File: src/rtl/pong_pkg.sv
// Shared definitions for the Pong match logic: bounce codes, match phases,
// winner codes and the rally-to-speed mapping.
package pong_pkg;

  localparam logic [1:0] BOUNCE_NONE   = 2'd0;
  localparam logic [1:0] BOUNCE_PADDLE = 2'd1;
  localparam logic [1:0] BOUNCE_WALL   = 2'd2;
  localparam logic [1:0] BOUNCE_SCORE  = 2'd3;

  typedef enum logic [2:0] {
    ST_IDLE,
    ST_SERVE_WAIT,
    ST_PLAY,
    ST_POINT,
    ST_GAME_OVER
  } match_state_e;

  localparam logic [1:0] WINNER_NONE = 2'd0;
  localparam logic [1:0] WINNER_P1   = 2'd1;
  localparam logic [1:0] WINNER_P2   = 2'd2;

  // Speed step every 'hits' paddle contacts, capped at the top level.
  function automatic logic [1:0] speed_for_rally(input logic [5:0] rally,
                                                 input logic [5:0] hits);
    logic [5:0] level;
    level = rally / hits;
    return (level > 6'd3) ? 2'd3 : level[1:0];
  endfunction

endpackage

File: src/rtl/frame_delay_timer.sv
// Counts frame ticks toward a target; done fires combinationally on the tick
// that reaches the target so the owner can leave its state on that same edge.
module frame_delay_timer (
  input  logic       clock,
  input  logic       reset,
  input  logic       clear,
  input  logic       tick,
  input  logic [7:0] target,
  output logic       done
);

  logic [7:0] count_q;
  logic [7:0] count_d;

  // NOTE: every signal written in always_comb gets a default first, so no latch is inferred.
  always_comb begin
    count_d = count_q;
    if (clear) begin
      count_d = '0;
    end else if (tick) begin
      count_d = count_q + 8'd1;
    end
  end

  assign done = tick && (({1'b0, count_q} + 9'd1) == {1'b0, target});

  // NOTE: sequential state uses non-blocking assignments only, so every flop sees pre-edge values.
  always_ff @(posedge clock) begin
    if (reset) begin
      count_q <= '0;
    end else begin
      count_q <= count_d;
    end
  end

endmodule

File: src/rtl/pong_match_controller.sv
// Match-level sequencer: turns bounce event codes into game phases and owns
// scores, serve direction, rally speed and winner; held codes count once.
module pong_match_controller
  import pong_pkg::*;
#(
  parameter int WIN_SCORE          = 9,
  parameter int SERVE_DELAY_FRAMES = 60,
  parameter int POINT_PAUSE_FRAMES = 90,
  parameter int HITS_PER_LEVEL     = 4
) (
  input  logic       clock,
  input  logic       reset,
  input  logic       frame_tick,
  input  logic       start,
  input  logic [1:0] bounce,
  input  logic       score_side,
  output logic       ball_enable,
  output logic       ball_hold,
  output logic       serve_dir,
  output logic [1:0] speed_level,
  output logic [3:0] score_player_1,
  output logic [3:0] score_player_2,
  output logic       game_over,
  output logic [1:0] winner
);

  localparam logic [3:0] WIN     = 4'(WIN_SCORE);
  localparam logic [7:0] SERVE_T = 8'(SERVE_DELAY_FRAMES);
  localparam logic [7:0] PAUSE_T = 8'(POINT_PAUSE_FRAMES);
  localparam logic [5:0] HITS    = 6'(HITS_PER_LEVEL);

  match_state_e state_q;
  logic         start_q;
  logic         start_armed_q;
  logic [1:0]   bounce_q;
  logic [5:0]   rally_q;
  logic         ball_enable_q;
  logic         ball_hold_q;
  logic         serve_dir_q;
  logic [1:0]   speed_q;
  logic [3:0]   p1_q;
  logic [3:0]   p2_q;
  logic         over_q;
  logic [1:0]   winner_q;

  logic       start_rise;
  logic       paddle_rise;
  logic       score_hit;
  logic       timer_tick;
  logic       timer_clear;
  logic       timer_done;
  logic [7:0] timer_target;
  logic [5:0] rally_inc;

  // start must be seen low after reset before a rise counts, so a start held through reset is ignored.
  always_comb begin
    start_rise   = start && !start_q && start_armed_q;
    paddle_rise  = (bounce == BOUNCE_PADDLE) && (bounce_q != BOUNCE_PADDLE);
    score_hit    = (state_q == ST_PLAY) && (bounce == BOUNCE_SCORE);
    timer_tick   = frame_tick && ((state_q == ST_SERVE_WAIT) || (state_q == ST_POINT));
    timer_target = (state_q == ST_POINT) ? PAUSE_T : SERVE_T;
    timer_clear  = timer_done || score_hit ||
                   (start_rise && ((state_q == ST_IDLE) || (state_q == ST_GAME_OVER)));
    rally_inc    = (rally_q == 6'd63) ? rally_q : rally_q + 6'd1;
  end

  frame_delay_timer u_timer (
    .clock  (clock),
    .reset  (reset),
    .clear  (timer_clear),
    .tick   (timer_tick),
    .target (timer_target),
    .done   (timer_done)
  );

  always_ff @(posedge clock) begin
    if (reset) begin
      state_q       <= ST_IDLE;
      start_q       <= 1'b0;
      start_armed_q <= 1'b0;
      bounce_q      <= BOUNCE_NONE;
      rally_q       <= '0;
      ball_enable_q <= 1'b0;
      ball_hold_q   <= 1'b1;
      serve_dir_q   <= 1'b0;
      speed_q       <= '0;
      p1_q          <= '0;
      p2_q          <= '0;
      over_q        <= 1'b0;
      winner_q      <= WINNER_NONE;
    end else begin
      start_q       <= start;
      start_armed_q <= start_armed_q | ~start;
      bounce_q      <= bounce;
      case (state_q)
        ST_IDLE, ST_GAME_OVER: begin
          if (start_rise) begin
            p1_q          <= '0;
            p2_q          <= '0;
            winner_q      <= WINNER_NONE;
            over_q        <= 1'b0;
            rally_q       <= '0;
            speed_q       <= '0;
            serve_dir_q   <= 1'b1;
            ball_hold_q   <= 1'b1;
            ball_enable_q <= 1'b0;
            state_q       <= ST_SERVE_WAIT;
          end
        end
        ST_SERVE_WAIT: begin
          if (timer_done) begin
            ball_enable_q <= 1'b1;
            ball_hold_q   <= 1'b0;
            state_q       <= ST_PLAY;
          end
        end
        ST_PLAY: begin
          if (score_hit) begin
            if (!score_side) begin
              if (p1_q < WIN) p1_q <= p1_q + 4'd1;
              serve_dir_q <= 1'b1;
            end else begin
              if (p2_q < WIN) p2_q <= p2_q + 4'd1;
              serve_dir_q <= 1'b0;
            end
            rally_q       <= '0;
            speed_q       <= '0;
            ball_enable_q <= 1'b0;
            ball_hold_q   <= 1'b0;
            state_q       <= ST_POINT;
          end else if (paddle_rise) begin
            rally_q <= rally_inc;
            speed_q <= speed_for_rally(rally_inc, HITS);
          end
        end
        ST_POINT: begin
          if (timer_done) begin
            ball_hold_q <= 1'b1;
            if ((p1_q == WIN) || (p2_q == WIN)) begin
              over_q   <= 1'b1;
              winner_q <= (p1_q == WIN) ? WINNER_P1 : WINNER_P2;
              state_q  <= ST_GAME_OVER;
            end else begin
              state_q  <= ST_SERVE_WAIT;
            end
          end
        end
        default: state_q <= ST_IDLE;
      endcase
    end
  end

  assign ball_enable    = ball_enable_q;
  assign ball_hold      = ball_hold_q;
  assign serve_dir      = serve_dir_q;
  assign speed_level    = speed_q;
  assign score_player_1 = p1_q;
  assign score_player_2 = p2_q;
  assign game_over      = over_q;
  assign winner         = winner_q;

endmodule

File: config.mk
export PLATFORM = sky130hd
export DESIGN_NAME = pong_match_controller
export DESIGN_NICKNAME = d
export VERILOG_FILES = /design/src/rtl/pong_pkg.sv /design/src/rtl/frame_delay_timer.sv /design/src/rtl/pong_match_controller.sv
export SDC_FILE = /design/constraint.sdc
export NUM_CORES = 1
export LEC_CHECK = 0
export ABC_AREA = 1
export ABC_CLOCK_PERIOD_IN_PS = 2100
export CELL_PAD_IN_SITES_DETAIL_PLACEMENT = 0
export CELL_PAD_IN_SITES_GLOBAL_PLACEMENT = 1
export CORE_MARGIN = 1
export CORE_UTILIZATION = 45
export DETAILED_ROUTE_END_ITERATION = 8
export DONT_BUFFER_PORTS = 1
export PLACE_DENSITY = 0.8
export SLEW_MARGIN = 0
export SYNTH_ARGS = -nofsm -noshare
export SYNTH_HDL_FRONTEND = slang
export SYNTH_SLANG_ARGS = --single-unit
File: constraint.sdc
create_clock -name clock -period 2.1 [get_ports clock]
set_input_delay 0.42 -clock clock [delete_from_list [all_inputs] [get_ports clock]]
set_output_delay 0.42 -clock clock [all_outputs]
set_load 0.005 [all_outputs]
* Yosys cells after proc, flatten, opt, wreduce, memory -nomap -nowiden
Cells that the tools add are included.
** Cells by class
- Bitwise gates (word level) :: 2
- Add/sub/neg operators :: 5
- Magnitude comparators :: 3
- Reductions and logical operators :: 29
- Equality and inequality tests :: 22
- Mux-type cells :: 43
** Operators by type and width (count)
- 4-bit two-way mux :: 7
- 6-bit two-way mux :: 4
- 4-bit one-hot mux with 2 select lines :: 2
- 4-bit AND reduction :: 4
- 3-bit two-way mux :: 5
- 5-bit AND reduction :: 3
- 2-bit two-way mux :: 7
- 2-bit inequality test (second input constant) :: 6
- 3-bit one-hot mux with 4 select lines :: 1
- 6-bit one-hot mux with 2 select lines :: 1
- 8-bit by 1-bit adder with 9-bit output (second input constant) :: 1
- 9-bit by 7-bit equality test with 1-bit output :: 1
- 1-bit two-way mux :: 9
- 4-bit by 1-bit adder with 4-bit output (second input constant) :: 2
- 8-bit by 1-bit adder with 8-bit output (second input constant) :: 1
- 4-bit equality test (second input constant) :: 2
- 4-bit less-than comparator (second input constant) :: 2
- 2-bit by 1-bit inequality test with 1-bit output (second input constant) :: 4
- 2-bit one-hot mux with 2 select lines :: 2
- 1-bit logical AND :: 7
- 7-bit two-way mux :: 1
- 6-bit by 1-bit adder with 6-bit output (second input constant) :: 1
- 3-bit by 2-bit equality test with 1-bit output (second input constant) :: 2
- 6-bit equality test (second input constant) :: 1
- 19 further kinds :: 28
** Word-level totals
- Flip-flop bits (word level) :: 37
- Output and inout port bits :: 16

* Logic depth before layout (Yosys ltp)
- Depth after elaboration :: 7
- Gate-level depth with buffers :: 13
- Depth with buffers taken out :: 13

* Modules after synthesis
Synthesis repeated with hierarchy kept, for this count alone.
** Unflattened totals
- Cell total of the unflattened synthesis :: 342
- Area, all modules :: 2262.2 um^2
** By module, submodules not included
- pong_match_controller :: cells each 243, times used 1, area each 1639.1 um^2
- frame_delay_timer :: cells each 99, times used 1, area each 623.1 um^2

* Worst setup path before layout
OpenSTA, ideal clock, no wires.
- Path type :: register to register
- Start :: register u_timer.count_q[0]
- End :: register over_q (netlist: game_over)
- Arrival time :: 1.518 ns
- Stages on the path, launching flop included :: 13
- Setup time :: 0.132 ns
- Path slack :: 0.450 ns
- Cells stage by stage :: dfxtp_1 > ha_1 > nand2_1 > inv_1 > nand3_1 > nand2_1 > nand3_1 > nor2_1 > nand3_1 > nand2_1 > nand3_1 > nand2_1 > a21oi_1
** On the way
- Word-level cells in the longest chain between the ends :: 5
** RTL lines
- start: declaration :: RTL line frame_delay_timer.sv:12 : logic [7:0] count_q;
- start signal: assignment :: RTL line frame_delay_timer.sv:32 : count_q <= count_d;
- 8-bit by 1-bit adder with 9-bit output :: RTL line frame_delay_timer.sv:25 : assign done = tick && (({1'b0, count_q} + 9'd1) == {1'b0, target});
- 9-bit by 7-bit equality test with 1-bit output :: RTL line frame_delay_timer.sv:25
- 1-bit logical AND :: RTL line frame_delay_timer.sv:25
- 2-bit inequality test (no source line)
- 4-bit AND reduction (no source line)
- end signal: assignment :: RTL line pong_match_controller.sv:89 : over_q <= 1'b0;
- end signal: assignment :: RTL line pong_match_controller.sv:101 : over_q <= 1'b0;
- end signal: assignment :: RTL line pong_match_controller.sv:140 : over_q <= 1'b1;
- end: declaration :: RTL line pong_match_controller.sv:43 : logic over_q;
Every way passes these cells.
A chain may end at the register's enable or synchronous reset.

* Worst setup path in the final report
- Start :: register u_timer.count_q[0]
- End :: register winner_q[0] (netlist: winner[0])
** On the way
- Word-level cells in the longest chain between the ends :: 5
** RTL lines
- 8-bit by 1-bit adder with 9-bit output :: RTL line frame_delay_timer.sv:25
- 9-bit by 7-bit equality test with 1-bit output :: RTL line frame_delay_timer.sv:25
- 1-bit logical AND :: RTL line frame_delay_timer.sv:25
- 2-bit inequality test (no source line)
- 4-bit AND reduction (no source line)
- end signal: assignment :: RTL line pong_match_controller.sv:141 : winner_q <= (p1_q == WIN) ? WINNER_P1 : WINNER_P2;
- end: declaration :: RTL line pong_match_controller.sv:44 : logic [1:0] winner_q;
Every way passes these cells.

==> results_dict.tcl <==
set metrics [dict create \
    outcome "complete, no violations" \
    placed_cell_area_mm2 0.00213 \
    port-buffer-count 0 \
    synthXorXnorAreaFrac 0.0214 \
    grt_pass1_vias 1751 \
    powerDensity_mw_per_mm2 912 \
    wl_per_cell_um 12.3 \
    grt_max_degree 22 \
    yosys_warnings 0 \
    yosys.area_share.simple 0.319 \
    synth.distinct_cells 30 \
    syn-num-nets 315 \
    slew_viol_final 0 \
    areaGrowthSynthToFinish_pct 9.58 \
    grt_pass1_wl_mm 7.78 \
    chipWidth_um 69.5 \
    clk_latency_ns 0.29 \
    dr_total_vias 1818 \
    ys_seq_area_frac 0.361 \
    n_fill_cell 438 \
    synth_compound_area_frac 0.142 \
    fin_crit_sh 0.884 \
    post-dp-hpwl_mm 3.35 \
    rows 24 \
    synth_top_family_by_area "simple AND/OR/NAND/NOR gates" \
    path_clk_slew_ns 0.08 \
    syn_avg_cell_area_um2 6.83 \
    hold_path.class "primary input to flip-flop" \
    finalHoldViolCount 0 \
    drv_cap 0 \
    final_common_cell "nand2_1" \
    cts_sinks 37 \
    clock.fmax_ghz 0.539 \
    grt.total_usage 0.203 \
    path_class "flip-flop to flip-flop" \
    crit_path_start_kind "flip-flop" \
    cts_made_buffers 5 \
    cts.path.max_buffers 2 \
    worst_pin_slew_ns 0.530 \
    place_congestion 0.834 \
    final_cell_mix "nand2_1 (62), inv_1 (50), dfxtp_1 (37)" \
    core_area_mm2 0.00435 \
    first_iter_violations 83 \
    htreeDepth 2 \
    rsz0062_at_grt "no" \
    setup_viol 0 \
    cts_root_buffer "clkbuf_8" \
    antenna_found_initial 0 \
    skew_ns 0.00976 \
    min_period_ns 1.86 \
    final.setup.tns_ns 0 \
    dieHeight_um 69.5 \
    r2r_setup_slack_ns 0.24 \
    required_ns 2.29 \
    power.leakage_uw 0.000925 \
    synthCells 300 \
    drive_above_1_share 0.0942 \
    drc 0 \
    gr-total-overflow 0 \
    synth-seq-cells 37 \
    vias_per_cell 5.05 \
    cp.arrival_ns 2.05 \
    peakVddDrop_v 0.000521 \
    wl_mm 4.45 \
    syn-cell-area_mm2 0.00205 \
    drt.antenna.violating_nets 0 \
    cts_tree "built" \
    regArea_um2 741 \
    post_cts_buffers 0 \
    synthMuxAreaShare 0 \
    drt_pass1_iterations 4 \
    max_slew_margin 0.645 \
    worst-path-max-fanout 5 \
    cp-end-kind "flip-flop" \
    cts_resized 0 \
    num_antenna_cells 0 \
    fin_nets 322 \
    start_util 0.471 \
    num_io_pins 23 \
    synthAdderAreaFrac 0.0488 \
    cts_hold_buf 0 \
    die_area_mm2 0.00483 \
    final_cell_area_mm2 0.00225 \
    multi_input_area_mm2 0.00109 \
]
==> layer usage <==
layer  global-route usage  wire length (µm)
met3               0.0552               174
met4               0.0748                71
met2                0.318              1940
met1                0.265              2260
met5                    0                 0
==> through the flow <==
step	std cells	power, µW	hold WS (ns)	utilization	setup WS, ns
floorplan	300	1280	0.432	-	0.450
global placement	352	1400	0.442	0.488	0.302
detailed placement	352	1400	0.444	0.488	0.276
CTS	360	2070	0.172	0.516	0.253
global route	360	2190	0.160	0.516	0.0120
finish	360	2050	0.185	0.516	0.244
==> power breakdown <==
group          switching (µW)  leakage, µW  internal [µW]
Combinational             366     0.000566            180
Sequential               73.8     0.000301            770
Clock                     273    0.0000574            386
Total                     713     0.000925           1340
==> synth_stat cells <==
cell       n  area (µm²)
a211oi_1   8        60.1
a21boi_0   1        7.51
a21oi_1   23         115
a21oi_2    1        8.76
a31oi_1    1        6.26
clkbuf_1   3        11.3
clkinv_2   1        5.00
dfxtp_1   37         741
ha_1       8         100
inv_1     50         188
inv_2      4        15.0
nand2_1   62         233
nand2_2    2        12.5
nand3_1   29         145
nand3_2    2        20.0
nand3_4    1        17.5
nand3b_1   1        7.51
nand4_1    7        43.8
nor2_1    32         120
nor2_2     2        12.5
nor2_4     2        22.5
nor3_1     4        20.0
o211a_1    1        10.0
o211ai_1   2        15.0
o21ai_0    5        25.0
o21ai_1    2        10.0
o21ai_2    3        26.3
o31ai_1    1        7.51
xnor2_1    1        8.76
xor2_1     4        35.0
==> critical path: stages, from the launching register on <==
cell,delay [ns]
dfxtp_1,0.43
ha_1,0.20
nand2_1,0.10
inv_1,0.10
nand3_1,0.08
nand2_1,0.11
nand3_1,0.09
nor2_1,0.15
nand3_1,0.12
nand2_1,0.13
nand3_1,0.12
nand2_1,0.08
a21oi_1,0.05
==> cell families (layout without fill, tap and decap cells) <==
group           Yosys count  in the layout
xor+xnor                  5              5
compound gates           48             48
simple gates            144            144
flops                    37             37
fa+ha+maj                 8              8
buf+inv                  58             66
==> registers in the layout, indices dropped and copies added, names as in the netlist, 2 cells and up <==
signal and count:
score_player_1 4, rally_q 6, state_q 3, winner 2, score_player_2 4, u_timer.count_q 8
bounce_q 2, speed_level 2
==> worst paths after layout <==
| check | depth (start not counted) | endpoint | startpoint |
|---|---|---|---|
| hold / removal | 1 | game_over | reset |
| hold reg to reg | 2 | start_armed_q | start_armed_q |
| setup reg to reg | 12 | winner[0] | u_timer.count_q[0] |
| setup / recovery | 12 | winner[0] | u_timer.count_q[0] |
==> cell type report <==
class                           instances  area share
Clock buffer                            6      0.0368
Clock inverter                          2      0.0167
Multi-Input combinational cell        205       0.485
Timing Repair Buffer                    3      0.0100
Inverter                               55      0.0925
Tap cell                               52      0.0290
Sequential cell                        37       0.330
Note: power is estimated with default switching activity, not from simulation.
